[src/rtl/ts_audio_mixer.sv]
// TurboSound audio back end: captures both AY channels and the beeper, mixes them
// to stereo 10-bit PCM, applies a soft-mute gain ramp and drives 1-bit sigma-delta DACs.
module ts_audio_mixer #(
  parameter logic [9:0]  BEEP_LEVEL = 10'd128,
  parameter int unsigned RAMP_SHIFT = 8
) (
  input  logic       clk7,
  input  logic       reset,
  input  logic       sample_en,
  input  logic [7:0] ay1,
  input  logic [7:0] ay2,
  input  logic       beeper,
  input  logic [1:0] mode,
  input  logic       mute,
  output logic [9:0] pcm_l,
  output logic [9:0] pcm_r,
  output logic       dac_l,
  output logic       dac_r,
  output logic       muted
);

  logic [7:0]            ay1_q;
  logic [7:0]            ay2_q;
  logic                  beep_q;
  logic [1:0]            mode_q;
  logic [9:0]            mix_l;
  logic [9:0]            mix_r;
  logic [4:0]            gain;
  logic [RAMP_SHIFT-1:0] presc;
  logic                  tick;
  logic [10:0]           acc_l;
  logic [10:0]           acc_r;

  logic [10:0] beep_add;
  logic [10:0] ay1_x2;
  logic [10:0] ay2_x2;
  logic [10:0] ay_sum;
  logic [10:0] sum_l;
  logic [10:0] sum_r;
  logic [14:0] prod_l;
  logic [14:0] prod_r;
  logic [10:0] sd_l;
  logic [10:0] sd_r;

  function automatic logic [9:0] saturate(input logic [10:0] s);
    return (s > 11'd1023) ? 10'h3FF : s[9:0];
  endfunction

  always_ff @(posedge clk7) begin
    if (reset) begin
      ay1_q  <= 8'd0;
      ay2_q  <= 8'd0;
      beep_q <= 1'b0;
      mode_q <= 2'd0;
    end else if (sample_en) begin
      ay1_q  <= ay1;
      ay2_q  <= ay2;
      beep_q <= beeper;
      mode_q <= mode;
    end
  end

  assign beep_add = beep_q ? {1'b0, BEEP_LEVEL} : 11'd0;
  assign ay1_x2   = {2'b00, ay1_q, 1'b0};
  assign ay2_x2   = {2'b00, ay2_q, 1'b0};
  assign ay_sum   = {3'b000, ay1_q} + {3'b000, ay2_q};

  always_comb begin
    sum_l = 11'd0;
    sum_r = 11'd0;
    case (mode_q)
      2'd0: begin
        sum_l = ay_sum + beep_add;
        sum_r = ay_sum + beep_add;
      end
      2'd1: begin
        sum_l = ay1_x2 + beep_add;
        sum_r = ay2_x2 + beep_add;
      end
      2'd2: begin
        sum_l = ay2_x2 + beep_add;
        sum_r = ay1_x2 + beep_add;
      end
      default: begin
        sum_l = ay1_x2 + beep_add;
        sum_r = ay1_x2 + beep_add;
      end
    endcase
  end

  // Gain is at most 16, so the scaled product never exceeds the mix value.
  assign prod_l = {5'd0, mix_l} * {10'd0, gain};
  assign prod_r = {5'd0, mix_r} * {10'd0, gain};

  always_ff @(posedge clk7) begin
    if (reset) begin
      mix_l <= 10'd0;
      mix_r <= 10'd0;
      pcm_l <= 10'd0;
      pcm_r <= 10'd0;
    end else begin
      mix_l <= saturate(sum_l);
      mix_r <= saturate(sum_r);
      pcm_l <= prod_l[13:4];
      pcm_r <= prod_r[13:4];
    end
  end

  // Tick fires on the edge where the prescaler wraps back to zero.
  assign tick = &presc;

  always_ff @(posedge clk7) begin
    if (reset) begin
      presc <= '0;
      gain  <= 5'd0;
      muted <= 1'b1;
    end else begin
      presc <= presc + 1'b1;
      muted <= (gain == 5'd0);
      if (tick) begin
        if (mute && gain != 5'd0)
          gain <= gain - 5'd1;
        else if (!mute && gain != 5'd16)
          gain <= gain + 5'd1;
      end
    end
  end

  assign sd_l = {1'b0, acc_l[9:0]} + {1'b0, pcm_l};
  assign sd_r = {1'b0, acc_r[9:0]} + {1'b0, pcm_r};

  // First-order modulator: the carry out of the 10-bit accumulator is the bitstream.
  always_ff @(posedge clk7) begin
    if (reset) begin
      acc_l <= 11'd0;
      acc_r <= 11'd0;
      dac_l <= 1'b0;
      dac_r <= 1'b0;
    end else begin
      acc_l <= sd_l;
      acc_r <= sd_r;
      dac_l <= sd_l[10];
      dac_r <= sd_r[10];
    end
  end

endmodule

[config.mk]
export PLATFORM = sky130hd
export DESIGN_NAME = ts_audio_mixer
export DESIGN_NICKNAME = d
export VERILOG_FILES = /design/src/rtl/ts_audio_mixer.sv
export SDC_FILE = /design/constraint.sdc
export NUM_CORES = 1
export LEC_CHECK = 0
export BUFFER_PORTS_ARGS = -buffer_cell sky130_fd_sc_hd__buf_2
export CORE_UTILIZATION = 65
export CTS_CLUSTER_SIZE = 28
export DETAILED_ROUTE_END_ITERATION = 10
export PLACE_DENSITY = 0.91
export SYNTH_ARGS = -nofsm -noshare
export SYNTH_HDL_FRONTEND = slang
export SYNTH_SLANG_ARGS = --single-unit
[constraint.sdc]
create_clock -name clk7 -period 8.9 [get_ports clk7]
set_input_delay 0.89 -clock clk7 [delete_from_list [all_inputs] [get_ports clk7]]
set_output_delay 0.89 -clock clk7 [all_outputs]
set_load 0.02 [all_outputs]
## Yosys cells after proc, flatten, opt, wreduce, memory -nomap -nowiden

Index checks and enable logic that the tools add are counted.

| word-level totals | value |
|---|---|
| bits in registers | 95 |
| input port bits | 23 |
| output and inout bits | 23 |
| word-level logic and storage cells | 46 |

| cells by class | value |
|---|---|
| $add $sub $neg | 9 |
| $mul | 2 |
| order comparisons | 2 |
| equal/unequal tests | 3 |
| multiplexer cells | 7 |
| reductions and logical operators | 8 |

Operator list:

| cell | count |
|---|---|
| $pmux W10 S2 | 2 |
| $add A9 B8 Y10 | 3 |
| $mul A10 B5 Y14 | 2 |
| $add A10 B10 Y11 | 2 |
| $gt A11 B10 Y1 const B | 2 |
| $mux W10 | 2 |
| $mux W5 | 2 |
| $add A8 B8 Y9 | 1 |
| $reduce_and A9 Y1 | 1 |
| $add A8 B1 Y8 const B | 1 |
| $mux W8 | 1 |
| $add A5 B1 Y5 const B | 1 |
| $logic_not A5 Y1 | 1 |
| $ne A5 B5 Y1 const B | 1 |
| $reduce_bool A5 Y1 | 1 |
| $sub A5 B1 Y5 const B | 1 |
| $eq A2 B1 Y1 const B | 1 |
| $eq A2 B2 Y1 const B | 1 |
| $logic_and A1 B1 Y1 | 2 |
| $logic_not A2 Y1 | 1 |
| $reduce_bool A2 Y1 | 1 |
| $logic_not A1 Y1 | 1 |

## Depth between registers and ports, before layout

| logic depth | value |
|---|---|
| word-level depth | 5 |
| gate-level depth with buffers | 15 |
| mapped depth without buffers | 14 |

## Worst setup path before layout

No wires, ideal clock.

| timing | value |
|---|---|
| path kind | register to register |
| start point | register gain[4] |
| end point | register pcm_r[6] |
| library setup time | 62 ps |
| arrival | 3874 ps |
| data required time | 8838 ps |
| path slack | 4965 ps |
| stages on the path, launching flop included | 14 |
| buffers on the path | 1 |
| clock period less this slack | 3935 ps |
| cells stage by stage | dfxtp_1 > clkbuf_1 > nand2_1 > fa_1 > fa_1 > fa_1 > inv_1 > ha_1 > inv_1 > o31a_1 > o21ai_4 > a31oi_4 > or4b_1 > nand3_1 |

| on the way | value |
|---|---|
| longest elaborated chain between the ends | 1 |

RTL lines:

| item | line | text |
|---|---|---|
| start, declared | 28 | `logic [4:0] gain;` |
| start signal, assigned | 122 | `gain <= gain - 5'd1;` |
| start signal, assigned | 124 | `gain <= gain + 5'd1;` |
| $mul A10 B5 Y14 | 93 | `assign prod_r = {5'd0, mix_r} * {10'd0, gain};` |
| end signal, assigned | 105 | `pcm_r <= prod_r[13:4];` |
| end, declared | 16 | `output logic [9:0] pcm_r,` |

No other way between the ends.
A chain may end at the register's enable or synchronous reset.

## Worst setup path in the final report

| timing | value |
|---|---|
| start point | register gain[4] |
| end point | register pcm_l[7] |

| on the way | value |
|---|---|
| longest elaborated chain between the ends | 1 |

RTL lines:

| item | line | text |
|---|---|---|
| $mul A10 B5 Y14 | 92 | `assign prod_l = {5'd0, mix_l} * {10'd0, gain};` |
| end signal, assigned | 104 | `pcm_l <= prod_l[13:4];` |
| end, declared | 15 | `output logic [9:0] pcm_l,` |

No other way between the ends.

==> results.py <==
metrics = {
    "outcome": {
        "status": "complete, no violations",
    },
    "clocking": {
        "cts_tree": "yes",
        "clock_latency_ps": 380,
        "cts_root_buf": "clkbuf_8",
        "cts_buffer_depth": 2,
        "cts_max_level": 3,
        "cts_hold_buf": 0,
        "cts_setup_buffers": 0,
        "path_clk_slew_ps": 90,
        "cts_buffers": 9,
        "clock_sinks": 95,
        "cts_resized": 0,
    },
    "synthesis": {
        "synthArstFlopShare_pct": 0,
        "yosysUniqueCellTypes": 61,
        "synth_nets": 954,
        "yosys_warnings": 0,
        "seq_area_frac_synth_pct": 26.62,
        "syn_inst": 800,
        "synth_edf_count": 0,
        "synth-main-ff-cell": "dfxtp_1",
        "synthesis.area_sq_um": 7144,
        "synth_area_per_cell_sq_um": 8.930,
        "ys_seq_elements": 95,
    },
    "grt": {
        "grt_pass1_wl_um": 24350,
        "first_global_vias": 5633,
        "grt_max_degree": 103,
        "grt_overflow": 0,
        "grt_use_total_pct": 26.64,
        "grt_antenna_before_repair": 0,
    },
    "job": {
        "cap_violations": 0,
    },
    "place": {
        "place_congestion": 0.8583,
        "postPlaceCellArea_sq_um": 7435,
        "port-buffer-count": 45,
        "hpwl_um": 10670,
    },
    "die": {
        "core_area_sq_um": 10510,
        "dieHeight_um": 106.8,
        "start_util_pct": 67.98,
        "num_rows": 37,
        "dieArea_sq_um": 11410,
        "ios": 46,
        "die_w_um": 106.8,
    },
    "timing": {
        "fin_skew_ps": 13.69,
        "rsz0062_at_grt": "no",
        "final-hold-violation-count": 0,
        "slew_viol_final": 0,
        "max-slew-margin-rel_pct": 31.48,
        "final.setup.tns_ps": 0,
        "worstMarginPinSlew_ps": 1028,
        "min_period_ps": 4356,
        "fmax_mhz": 229.6,
        "timing.final.crit_share_pct": 48.95,
        "setup_violations": 0,
    },
    "routing": {
        "vias": 5537,
        "drt_pre_antenna_iters": 5,
        "drtIter0Drc": 335,
        "route.met3.wl_um": 507,
        "totalWireLength_um": 13930,
        "dr.max_layer_used": "met4",
        "vias_per_cell": 5.726,
        "wl_per_cell_um": 14.41,
        "drc": 0,
        "antenna_left": 0,
        "routed-wl-met2_um": 6813,
        "drt-met1-wl_um": 6226,
    },
    "layout": {
        "final_area_sq_um": 7630,
        "num_antenna_cells": 0,
        "ff_latch_area_sq_um": 1902,
        "final_util_pct": 72.60,
        "fillCellCount": 762,
        "syn2layout_area_growth_pct": 6.795,
        "drive_gt1_share_pct": 9.146,
        "final_nets": 982,
        "multi_input_area_sq_um": 4811,
    },
    "setup_path": {
        "critPathMaxFanout": 24,
        "crit_chain": "nand2_1 -> fa_1 -> fa_1 -> fa_1 -> inv_1 -> ha_1 -> a21oi_1 -> o32ai_2 -> o41a_4 -> o21ai_0 -> nand3_1 -> nor3b_1",
        "startpoint_type": "flip-flop",
        "required_ps": 9120,
        "crit_top_cell": "fa_1",
        "crit_slowest_cell": "dfxtp_1",
        "crit_arrival_ps": 4580,
        "end_kind": "flip-flop",
        "slowest_delay_ps": 840,
        "path_class": "flip-flop to flip-flop",
    },
    "power": {
        "power_leakage_nw": 3.741,
        "ir_drop_uv": 80.74,
        "power_density_nw_per_um2": 106.1,
    },
    "min_path": {
        "holdCritPathClass": "flip-flop to flip-flop",
    },
}
## layer usage
layer  up-vias  GRT usage (%)
met1      2622          32.39
li1       2732              -
met3        39          3.404
met4         0          12.43
met2       144          46.77
met5         -              0
## final cells by class
class / instances / share of cell area, %
multi-input cells: 591 / 63.05
flip-flops and latches: 95 / 24.93
inverters: 85 / 4.182
repair buffers: 46 / 3.050
well taps: 136 / 2.230
clock buffers: 11 / 1.984
clock inverters: 3 / 0.5740
## flip-flops by register name (all words and copies together) (netlist names)
name	count
acc_l	10
acc_r	10
mix_l	10
mix_r	10
pcm_l	10
pcm_r	10
ay1_q	8
ay2_q	8
presc	8
gain	5
mode_q	2
beep_q	1
dac_l	1
dac_r	1
muted	1
## kinds of logic after synthesis
| logic type | count (synthesis) | share of synthesized area, % |
|---|---|---|
| and+or+nand+nor | 275 | 19.40 |
| adders and majority gates | 131 | 28.09 |
| AOI/OAI and AO/OA | 127 | 12.35 |
| buffers and inverters | 114 | 6.042 |
| DFF | 95 | 26.62 |
| xor gates and xnor gates | 36 | 4.413 |
| muxes | 22 | 3.082 |
## metrics by stage
stage               hold WS (ps)  cells   power, W  setup slack [ps]
floorplan                  413.0    800  0.0005099              4965
global placement           423.1    953  0.0005263              4703
detailed placement         457.5    953  0.0005316              4588
CTS                        470.1    967  0.0008115              4561
global route               508.0    967  0.0008403              4255
finish                     461.1    967  0.0008097              4544
## cells in the mapped netlist (3+ instances only)
library cell   n  share of area [%]
dfxtp_1       95                 27
o21a_1        14                1.5
nor2_1        78                4.1
xnor2_1       21                2.6
or3_1          5               0.44
nor4_1         3               0.26
clkbuf_1      19                1.0
buf_1          7               0.37
nand2b_1       4               0.35
inv_1         85                4.5
nand2_1       54                2.8
nor2b_1       15                1.3
nor3b_1        4               0.42
o2111ai_1      4               0.49
fa_1          49                 14
nand3_1       11               0.77
and3_1         3               0.26
o211ai_1       3               0.32
a221oi_1       8               0.98
a21oi_1       42                2.9
nor3_1        21                1.5
mux2i_1       22                3.1
ha_1          82                 14
o21ai_0       18                1.3
a22oi_1        4               0.42
or2_2          3               0.26
and2_1        59                5.2
a211oi_1       7               0.74
a21o_1         4               0.42
xor2_1        15                1.8
## critical path: cells and delay by family, from the launching register on
family,cells,cell delay (ps)
fa+ha+maj,4,1920
simple gates,3,450
compound gates,4,940
flops,1,840
buf+inv,1,50
## where the power goes
group / switching [W] / internal (W) / leakage (nW)
sequential: 0.0000200 / 0.000439 / 0.772
clock: 0.000143 / 0.000142 / 0.101
combinational: 0.0000371 / 0.0000283 / 2.87
total: 0.000201 / 0.000609 / 3.74
## placed cells by master, fill, tap and decap left out, types with 3 or more instances in the layout
cell	synthesis	layout
a211oi_1	7	7
nor3b_1	4	4
clkbuf_8	0	11
xnor2_1	21	21
mux2i_1	22	22
a21oi_1	42	42
nor4_1	3	3
a221oi_1	8	8
nor3_1	21	21
nor2b_1	15	15
and3_1	3	3
o211ai_1	3	3
and2_1	59	59
nand2_1	54	54
or3_1	5	5
nand2b_1	4	4
nor2_1	78	78
o2111ai_1	4	4
o21a_1	14	14
nand3_1	11	11
o21ai_0	18	18
ha_1	82	82
or2_2	3	3
a21o_1	4	4
buf_2	2	45
dfxtp_1	95	95
xor2_1	15	15
inv_1	85	85
a22oi_1	4	4
fa_1	49	49
## path summary, 6_finish.rpt
check | startpoint | endpoint | slack (ps) | depth (start not counted)
worst max-delay path | gain[4]$_SDFFE_PP0P_ | pcm_l[7]$_SDFF_PP0_ | 4540 | 12
worst min-delay path | presc[0]$_SDFF_PP0_ | presc[0]$_SDFF_PP0_ | 460 | 1
worst max register to register | gain[4]$_SDFFE_PP0P_ | pcm_l[7]$_SDFF_PP0_ | 4540 | 12
worst min register to register | presc[0]$_SDFF_PP0_ | presc[0]$_SDFF_PP0_ | 460 | 1
(Power assumes the default switching activity.)
